===== src/rtl/phase_ctrl_if.sv =====
// Bundle between the phase controller and its decoder, ALU and shared memory.
// The master modport is the controller's side, and the slave modport is the environment's side.
interface phase_ctrl_if #(
  parameter int CNT_W = 16
);
  logic             run;
  logic             halt_req;
  logic             mem_op;
  logic             mem_wr;
  logic             reg_wr;
  logic             br_taken;
  logic             mem_ack;
  logic [4:0]       phase;
  logic             mem_req;
  logic             mem_sel;
  logic             mem_we;
  logic             ir_we;
  logic             pc_we;
  logic             pc_sel;
  logic             rf_we;
  logic             halted;
  logic             err;
  logic [CNT_W-1:0] instr_cnt;

  modport master (
    input  run, halt_req, mem_op, mem_wr, reg_wr, br_taken, mem_ack,
    output phase, mem_req, mem_sel, mem_we, ir_we, pc_we, pc_sel, rf_we,
           halted, err, instr_cnt
  );

  modport slave (
    output run, halt_req, mem_op, mem_wr, reg_wr, br_taken, mem_ack,
    input  phase, mem_req, mem_sel, mem_we, ir_we, pc_we, pc_sel, rf_we,
           halted, err, instr_cnt
  );
endinterface


===== src/rtl/phase_ctrl.sv =====
// Multi-cycle instruction phase sequencer (fetch/read/execute/memory/writeback)
// sharing one memory port, with a memory-ack timeout and a retired-instruction counter.
//
// state  | meaning
// IDLE   | waiting for run
// F      | instruction fetch, waiting for mem_ack
// R      | register read / decode, one cycle
// X      | execute, latches branch outcome, one cycle
// M      | data access, waiting for mem_ack
// W      | writeback and PC update, one cycle
// HALT   | stopped on HLT until reset
// ERR    | memory timeout until reset
module phase_ctrl #(
  parameter int TIMEOUT = 15,
  parameter int CNT_W   = 16
) (
  input logic          clk_i,
  input logic          rst_i,
  phase_ctrl_if.master bus_if
);
  localparam int WAIT_W = $clog2(TIMEOUT + 1);
  localparam logic [WAIT_W-1:0] WAIT_LAST = WAIT_W'(TIMEOUT - 1);

  typedef enum logic [2:0] {
    S_IDLE, S_F, S_R, S_X, S_M, S_W, S_HALT, S_ERR
  } state_t;

  state_t            state_q, state_d;
  logic              br_q, br_d;
  logic [WAIT_W-1:0] wait_q, wait_d;
  logic [CNT_W-1:0]  cnt_q, cnt_d;

  logic [4:0] phase_o;
  logic       mem_req_o, mem_sel_o, mem_we_o, ir_we_o;
  logic       pc_we_o, pc_sel_o, rf_we_o, halted_o, err_o;

  always_ff @(posedge clk_i) begin
    if (rst_i) begin
      state_q <= S_IDLE;
      br_q    <= 1'b0;
      wait_q  <= '0;
      cnt_q   <= '0;
    end else begin
      state_q <= state_d;
      br_q    <= br_d;
      wait_q  <= wait_d;
      cnt_q   <= cnt_d;
    end
  end

  always_comb begin
    state_d   = state_q;
    br_d      = br_q;
    wait_d    = wait_q;
    cnt_d     = cnt_q;
    phase_o   = 5'b00000;
    mem_req_o = 1'b0;
    mem_sel_o = 1'b0;
    mem_we_o  = 1'b0;
    ir_we_o   = 1'b0;
    pc_we_o   = 1'b0;
    pc_sel_o  = 1'b0;
    rf_we_o   = 1'b0;
    halted_o  = 1'b0;
    err_o     = 1'b0;

    case (state_q)
      S_IDLE: begin
        if (bus_if.run) begin
          state_d = S_F;
          wait_d  = '0;
        end
      end
      S_F: begin
        phase_o   = 5'b00001;
        mem_req_o = 1'b1;
        // An ack arriving on the last allowed cycle still beats the timeout.
        if (bus_if.mem_ack) begin
          ir_we_o = 1'b1;
          state_d = S_R;
        end else if (wait_q == WAIT_LAST) begin
          state_d = S_ERR;
        end else begin
          wait_d = wait_q + 1'b1;
        end
      end
      S_R: begin
        phase_o = 5'b00010;
        state_d = bus_if.halt_req ? S_HALT : S_X;
      end
      S_X: begin
        phase_o = 5'b00100;
        br_d    = bus_if.br_taken;
        if (bus_if.mem_op) begin
          state_d = S_M;
          wait_d  = '0;
        end else begin
          state_d = S_W;
        end
      end
      S_M: begin
        phase_o   = 5'b01000;
        mem_req_o = 1'b1;
        mem_sel_o = 1'b1;
        mem_we_o  = bus_if.mem_wr;
        if (bus_if.mem_ack) begin
          state_d = S_W;
        end else if (wait_q == WAIT_LAST) begin
          state_d = S_ERR;
        end else begin
          wait_d = wait_q + 1'b1;
        end
      end
      S_W: begin
        phase_o  = 5'b10000;
        pc_we_o  = 1'b1;
        pc_sel_o = br_q;
        rf_we_o  = bus_if.reg_wr;
        cnt_d    = cnt_q + 1'b1;
        if (bus_if.run) begin
          state_d = S_F;
          wait_d  = '0;
        end else begin
          state_d = S_IDLE;
        end
      end
      S_HALT:  halted_o = 1'b1;
      S_ERR:   err_o    = 1'b1;
      default: state_d  = S_IDLE;
    endcase
  end

  assign bus_if.phase     = phase_o;
  assign bus_if.mem_req   = mem_req_o;
  assign bus_if.mem_sel   = mem_sel_o;
  assign bus_if.mem_we    = mem_we_o;
  assign bus_if.ir_we     = ir_we_o;
  assign bus_if.pc_we     = pc_we_o;
  assign bus_if.pc_sel    = pc_sel_o;
  assign bus_if.rf_we     = rf_we_o;
  assign bus_if.halted    = halted_o;
  assign bus_if.err       = err_o;
  assign bus_if.instr_cnt = cnt_q;
endmodule


===== src/flat_wrapper.sv =====
// flat-port wrapper written by rule: the top's interface ports become plain ports
module phase_ctrl_flat 
#(
  parameter int TIMEOUT = 15,
  parameter int CNT_W   = 16
)
  (clk_i, rst_i, bus_if_run, bus_if_halt_req, bus_if_mem_op, bus_if_mem_wr, bus_if_reg_wr, bus_if_br_taken, bus_if_mem_ack, bus_if_phase, bus_if_mem_req, bus_if_mem_sel, bus_if_mem_we, bus_if_ir_we, bus_if_pc_we, bus_if_pc_sel, bus_if_rf_we, bus_if_halted, bus_if_err, bus_if_instr_cnt);
  phase_ctrl_if #(.CNT_W(CNT_W)) bus_if_i ();
  input logic clk_i;
  input logic rst_i;
  input wire logic [$bits(bus_if_i.run)-1:0] bus_if_run;
  input wire logic [$bits(bus_if_i.halt_req)-1:0] bus_if_halt_req;
  input wire logic [$bits(bus_if_i.mem_op)-1:0] bus_if_mem_op;
  input wire logic [$bits(bus_if_i.mem_wr)-1:0] bus_if_mem_wr;
  input wire logic [$bits(bus_if_i.reg_wr)-1:0] bus_if_reg_wr;
  input wire logic [$bits(bus_if_i.br_taken)-1:0] bus_if_br_taken;
  input wire logic [$bits(bus_if_i.mem_ack)-1:0] bus_if_mem_ack;
  output wire logic [$bits(bus_if_i.phase)-1:0] bus_if_phase;
  output wire logic [$bits(bus_if_i.mem_req)-1:0] bus_if_mem_req;
  output wire logic [$bits(bus_if_i.mem_sel)-1:0] bus_if_mem_sel;
  output wire logic [$bits(bus_if_i.mem_we)-1:0] bus_if_mem_we;
  output wire logic [$bits(bus_if_i.ir_we)-1:0] bus_if_ir_we;
  output wire logic [$bits(bus_if_i.pc_we)-1:0] bus_if_pc_we;
  output wire logic [$bits(bus_if_i.pc_sel)-1:0] bus_if_pc_sel;
  output wire logic [$bits(bus_if_i.rf_we)-1:0] bus_if_rf_we;
  output wire logic [$bits(bus_if_i.halted)-1:0] bus_if_halted;
  output wire logic [$bits(bus_if_i.err)-1:0] bus_if_err;
  output wire logic [$bits(bus_if_i.instr_cnt)-1:0] bus_if_instr_cnt;
  assign bus_if_i.run = bus_if_run;
  assign bus_if_i.halt_req = bus_if_halt_req;
  assign bus_if_i.mem_op = bus_if_mem_op;
  assign bus_if_i.mem_wr = bus_if_mem_wr;
  assign bus_if_i.reg_wr = bus_if_reg_wr;
  assign bus_if_i.br_taken = bus_if_br_taken;
  assign bus_if_i.mem_ack = bus_if_mem_ack;
  assign bus_if_phase = bus_if_i.phase;
  assign bus_if_mem_req = bus_if_i.mem_req;
  assign bus_if_mem_sel = bus_if_i.mem_sel;
  assign bus_if_mem_we = bus_if_i.mem_we;
  assign bus_if_ir_we = bus_if_i.ir_we;
  assign bus_if_pc_we = bus_if_i.pc_we;
  assign bus_if_pc_sel = bus_if_i.pc_sel;
  assign bus_if_rf_we = bus_if_i.rf_we;
  assign bus_if_halted = bus_if_i.halted;
  assign bus_if_err = bus_if_i.err;
  assign bus_if_instr_cnt = bus_if_i.instr_cnt;
  phase_ctrl #(.TIMEOUT(TIMEOUT), .CNT_W(CNT_W)) u_core (.clk_i(clk_i), .rst_i(rst_i), .bus_if(bus_if_i));
endmodule

===== config.mk =====
export PLATFORM = sky130hd
export DESIGN_NAME = phase_ctrl_flat
export DESIGN_NICKNAME = d
export VERILOG_FILES = /design/src/rtl/phase_ctrl_if.sv /design/src/rtl/phase_ctrl.sv /design/src/flat_wrapper.sv
export SDC_FILE = /design/constraint.sdc
export NUM_CORES = 1
export LEC_CHECK = 0
export CORE_UTILIZATION = 46
export DETAILED_ROUTE_END_ITERATION = 8
export PLACE_DENSITY = 0.84
export SLEW_MARGIN = 20
export SYNTH_ARGS = -nofsm -noshare
export SYNTH_HDL_FRONTEND = slang
export SYNTH_SLANG_ARGS = --single-unit

===== constraint.sdc =====
create_clock -name clk_i -period 2.1 [get_ports clk_i]
set_input_delay 0.42 -clock clk_i [delete_from_list [all_inputs] [get_ports clk_i]]
set_output_delay 0.42 -clock clk_i [all_outputs]
set_load 0.01 [all_outputs]

==> key figures <==
Run status
  • Outcome: completed

Place
  • DP Worst Slack: 32.6 ps
  • Placement Cell Area: 0.00178 mm^2
  • Routability cong.: 0.860
  • Post-DP HPWL: 2470 um
  • Buffers on Ports: 38

Detailed routing
  • Drt pass-1 iters: 4
  • # DRC: 0
  • 1st-iter DRT viols: 42
  • Routed via count divided by cell count: 5.74
  • DR vias: 1349
  • ANT nets after route: 0
  • Routed WL: 3250 um
  • WL per Instance: 13.8 um

Cells and area
  • Nets: 218
  • N_diodes: 0
  • Cell area after layout: 0.00184 mm^2
  • Area grow syn2layout: 38.8%
  • Share of layout cells above drive strength 1: 0.147
  • Fillers: 228

Floorplanning
  • Total I/O pin count: 39
  • Core Region: 0.00273 mm^2
  • Die W: 55.7 um
  • Starting Density: 0.486
  • Cell Rows: 19
  • Die Area: 0.00310 mm^2
  • Chip height: 55.7 um

Clock tree
  • CTS Buf Count: 3
  • CTS tree: built
  • Clock transition at path regs: 130 ps
  • CTS H-Tree Depth: 1
  • Post-CTS Hold Buffers: 0
  • Clk_lat worst skew: 320 ps
  • Root Buffer: clkbuf_4
  • CTS Sinks: 24
  • Clk buf depth: 2

Critical path
  • CP Class: register to output pin
  • Reg-to-Reg Start: u_core.wait_q[0]
  • End of the critical path: bus_if_ir_we
  • Critical path required time: 1680 ps
  • Startpoint type of the worst setup path: register
  • Crit path capture type: output pin
  • Reg2Reg Capture Point: u_core.wait_q[0]
  • Worst R2R Path Depth: 6
  • Arr. time, crit path: 1630 ps
  • CP Launch Point: u_core.state_q[0]
  • Crit path max fanout: 7
  • Worst reg2reg setup slack: 270 ps

Global route
  • Grt total ovfl: 0
  • First-pass GRT wire length: 5360 um
  • Number of global-route vias before repair: 1274
  • GRT Total Usage: 0.211
  • Initial antenna violation count: 0
  • Largest net degree at the start of global routing: 13

Worst hold path
  • Worst hold path type: register to register

Flow run
  • MaxCap Viol Count: 0

Timing
  • Setup ws final: 46.8 ps
  • Max-slew violation count: 0
  • Final Hold Viols: 0
  • Slew headroom: 0.756
  • Worst-margin pin slew: 366 ps
  • RSZ-0062 raised after global routing: true
  • Fin crit share: 0.978
  • Peak Freq: 487 MHz
  • TNS Setup: 0 ps
  • Final setup violation count: 0
  • Clk_skew: 11.6 ps
  • Fin crit period: 2050 ps

Yosys
  • Avg Cell Area, Syn: 8.30 um^2
  • Mapped Cells: 160
  • Synth Cell Area: 0.00133 mm^2
  • Share of the yosys chip area belonging to registers: 0.362
  • Synth Register Bits: 24
  • Synth warn: 0
  • Post-Syn Nets: 172
  • Cell variety after synth: 38

Power
  • Switching share of power: 0.275
  • Switching power: 239 uW
  • Leakage: 0.775 nW
  • Comb power frac: 0.215
  • Flop pwr share: 0.549
  • PwrDens: 473 mW/mm^2
  • VDD IR max: 454 uV
  • Clock share of power: 0.235
  • Int Pwr: 632 uW
==> kinds of logic (layout without fill, tap and decap cells) <==
family	Yosys count	after routing	synth area share
compound gates	24	24	0.106
simple gates	78	78	0.338
mux	4	4	0.0396
flops	24	24	0.362
buf+inv	16	60	0.0537
fa+ha+maj	3	3	0.0283
xor+xnor	11	11	0.0726
==> registers in the layout (all words and copies together) (netlist names) <==
| signal | flops |
|---|---|
| u_core.wait_q | 4 |
| u_core.bus_if.instr_cnt | 16 |
| u_core.br_q | 1 |
| u_core.state_q | 3 |
==> critical path, stage by stage (launching register included) <==
cell	delay [ps]
dfxtp_4	410
nor3b_2	230
and2_1	150
clkdlybuf4s50_1	520
==> layer usage <==
| layer | wire length, um | share of wire | GRT usage | up-vias |
|---|---|---|---|---|
| met3 | 121 | 0.037 | 0.0395 | 4 |
| met1 | 1390 | 0.43 | 0.255 | 646 |
| met2 | 1710 | 0.53 | 0.387 | 47 |
| met5 | 0 | 0 | 0 | - |
| li1 | - | - | - | 652 |
| met4 | 21 | 0.0065 | 0.0429 | 0 |
==> power by group through the flow <==
stage | Clock [mW] | Sequential [mW] | Combinational (mW)
6_report | 0.205 | 0.479 | 0.188
4_1_cts | 0.209 | 0.478 | 0.186
2_1_floorplan | 0 | 0.480 | 0.102
3_5_place_dp | 0 | 0.487 | 0.184
3_3_place_gp | 0 | 0.486 | 0.177
5_1_grt | 0.233 | 0.480 | 0.203
==> repair_timing <==
action,in CTS,in global routing
setup buffers,2,1
pin swaps,2,2
resized for setup,16,3
setup endpoints to repair,13,6
==> layout by cell type, fill, tap and decap left out, types with 3 or more instances in the layout <==
cell,count
clkdlybuf4s50_1,28
dfxtp_1,21
nor2_1,17
buf_4,15
nand3_1,11
a21oi_1,9
nand2_1,8
o21ai_0,8
dlygate4sd2_1,8
xor2_1,7
and2_1,6
or3_1,6
inv_1,4
xnor2_1,4
nor3_1,4
nand4_1,4
mux2i_1,3
ha_1,3
clkbuf_4,3
==> worst min-delay path by stage <==
| stage | start | end | slack, ps | cells after the start |
|---|---|---|---|---|
| after floorplan | u_core.br_q | u_core.br_q | 450 | 2 |
| after global placement | u_core.bus_if.instr_cnt[15] | u_core.bus_if.instr_cnt[15] | 460 | 2 |
| after detailed placement | u_core.bus_if.instr_cnt[15] | u_core.bus_if.instr_cnt[15] | 480 | 2 |
| after CTS | u_core.bus_if.instr_cnt[15] | u_core.bus_if.instr_cnt[15] | 500 | 2 |
| after global routing | u_core.br_q | u_core.br_q | 540 | 2 |
| final | u_core.bus_if.instr_cnt[15] | u_core.bus_if.instr_cnt[15] | 500 | 2 |
==> through the flow <==
step	cells	power, mW	hold WS, ps	utilization
2_1_floorplan	160	0.582	452	-
3_3_place_gp	229	0.663	462	0.651
3_5_place_dp	229	0.670	484	0.651
4_1_cts	234	0.873	502	0.669
5_1_grt	235	0.915	536	0.674
6_report	235	0.871	499	0.674
==> cells in the mapped netlist <==
library cell | instances | area share
buf_2 | 3 | 0.011
and4b_1 | 1 | 0.0075
o21ai_0 | 8 | 0.030
o311a_1 | 1 | 0.0075
nand2b_1 | 2 | 0.0094
or4b_2 | 1 | 0.0075
inv_1 | 4 | 0.011
or3_1 | 6 | 0.028
buf_6 | 1 | 0.0085
mux4_2 | 1 | 0.017
nand4_1 | 4 | 0.019
and2_1 | 6 | 0.028
o31ai_1 | 2 | 0.011
nor2b_1 | 2 | 0.0094
nor2_2 | 1 | 0.0047
nor3b_1 | 4 | 0.023
nor2_1 | 18 | 0.051
a31o_2 | 1 | 0.0066
or2_0 | 1 | 0.0047
a21oi_1 | 9 | 0.034
and3b_1 | 2 | 0.013
nand4b_4 | 1 | 0.018
xor2_1 | 7 | 0.046
ha_1 | 3 | 0.028
a31oi_1 | 2 | 0.0094
nand3_1 | 11 | 0.041
or4b_1 | 1 | 0.0075
clkbuf_1 | 8 | 0.023
nand4b_1 | 1 | 0.0066
a311oi_1 | 1 | 0.0066
mux2i_1 | 3 | 0.023
or4_1 | 1 | 0.0057
and4_1 | 1 | 0.0066
dfxtp_1 | 24 | 0.36
nand2_1 | 8 | 0.023
and3_1 | 2 | 0.0094
xnor2_1 | 4 | 0.026
nor3_1 | 4 | 0.015
==> cell type report <==
cell class	count	area, um^2	area share
timing repair buffer	53	488	0.265
inverter	4	15.0	0.00815
sequential	24	489	0.265
multi-input combinational	120	790	0.428
tap	31	38.8	0.0210
clock buffer	3	22.5	0.0122
No activity file was read; power rests on OpenSTA's default activity.
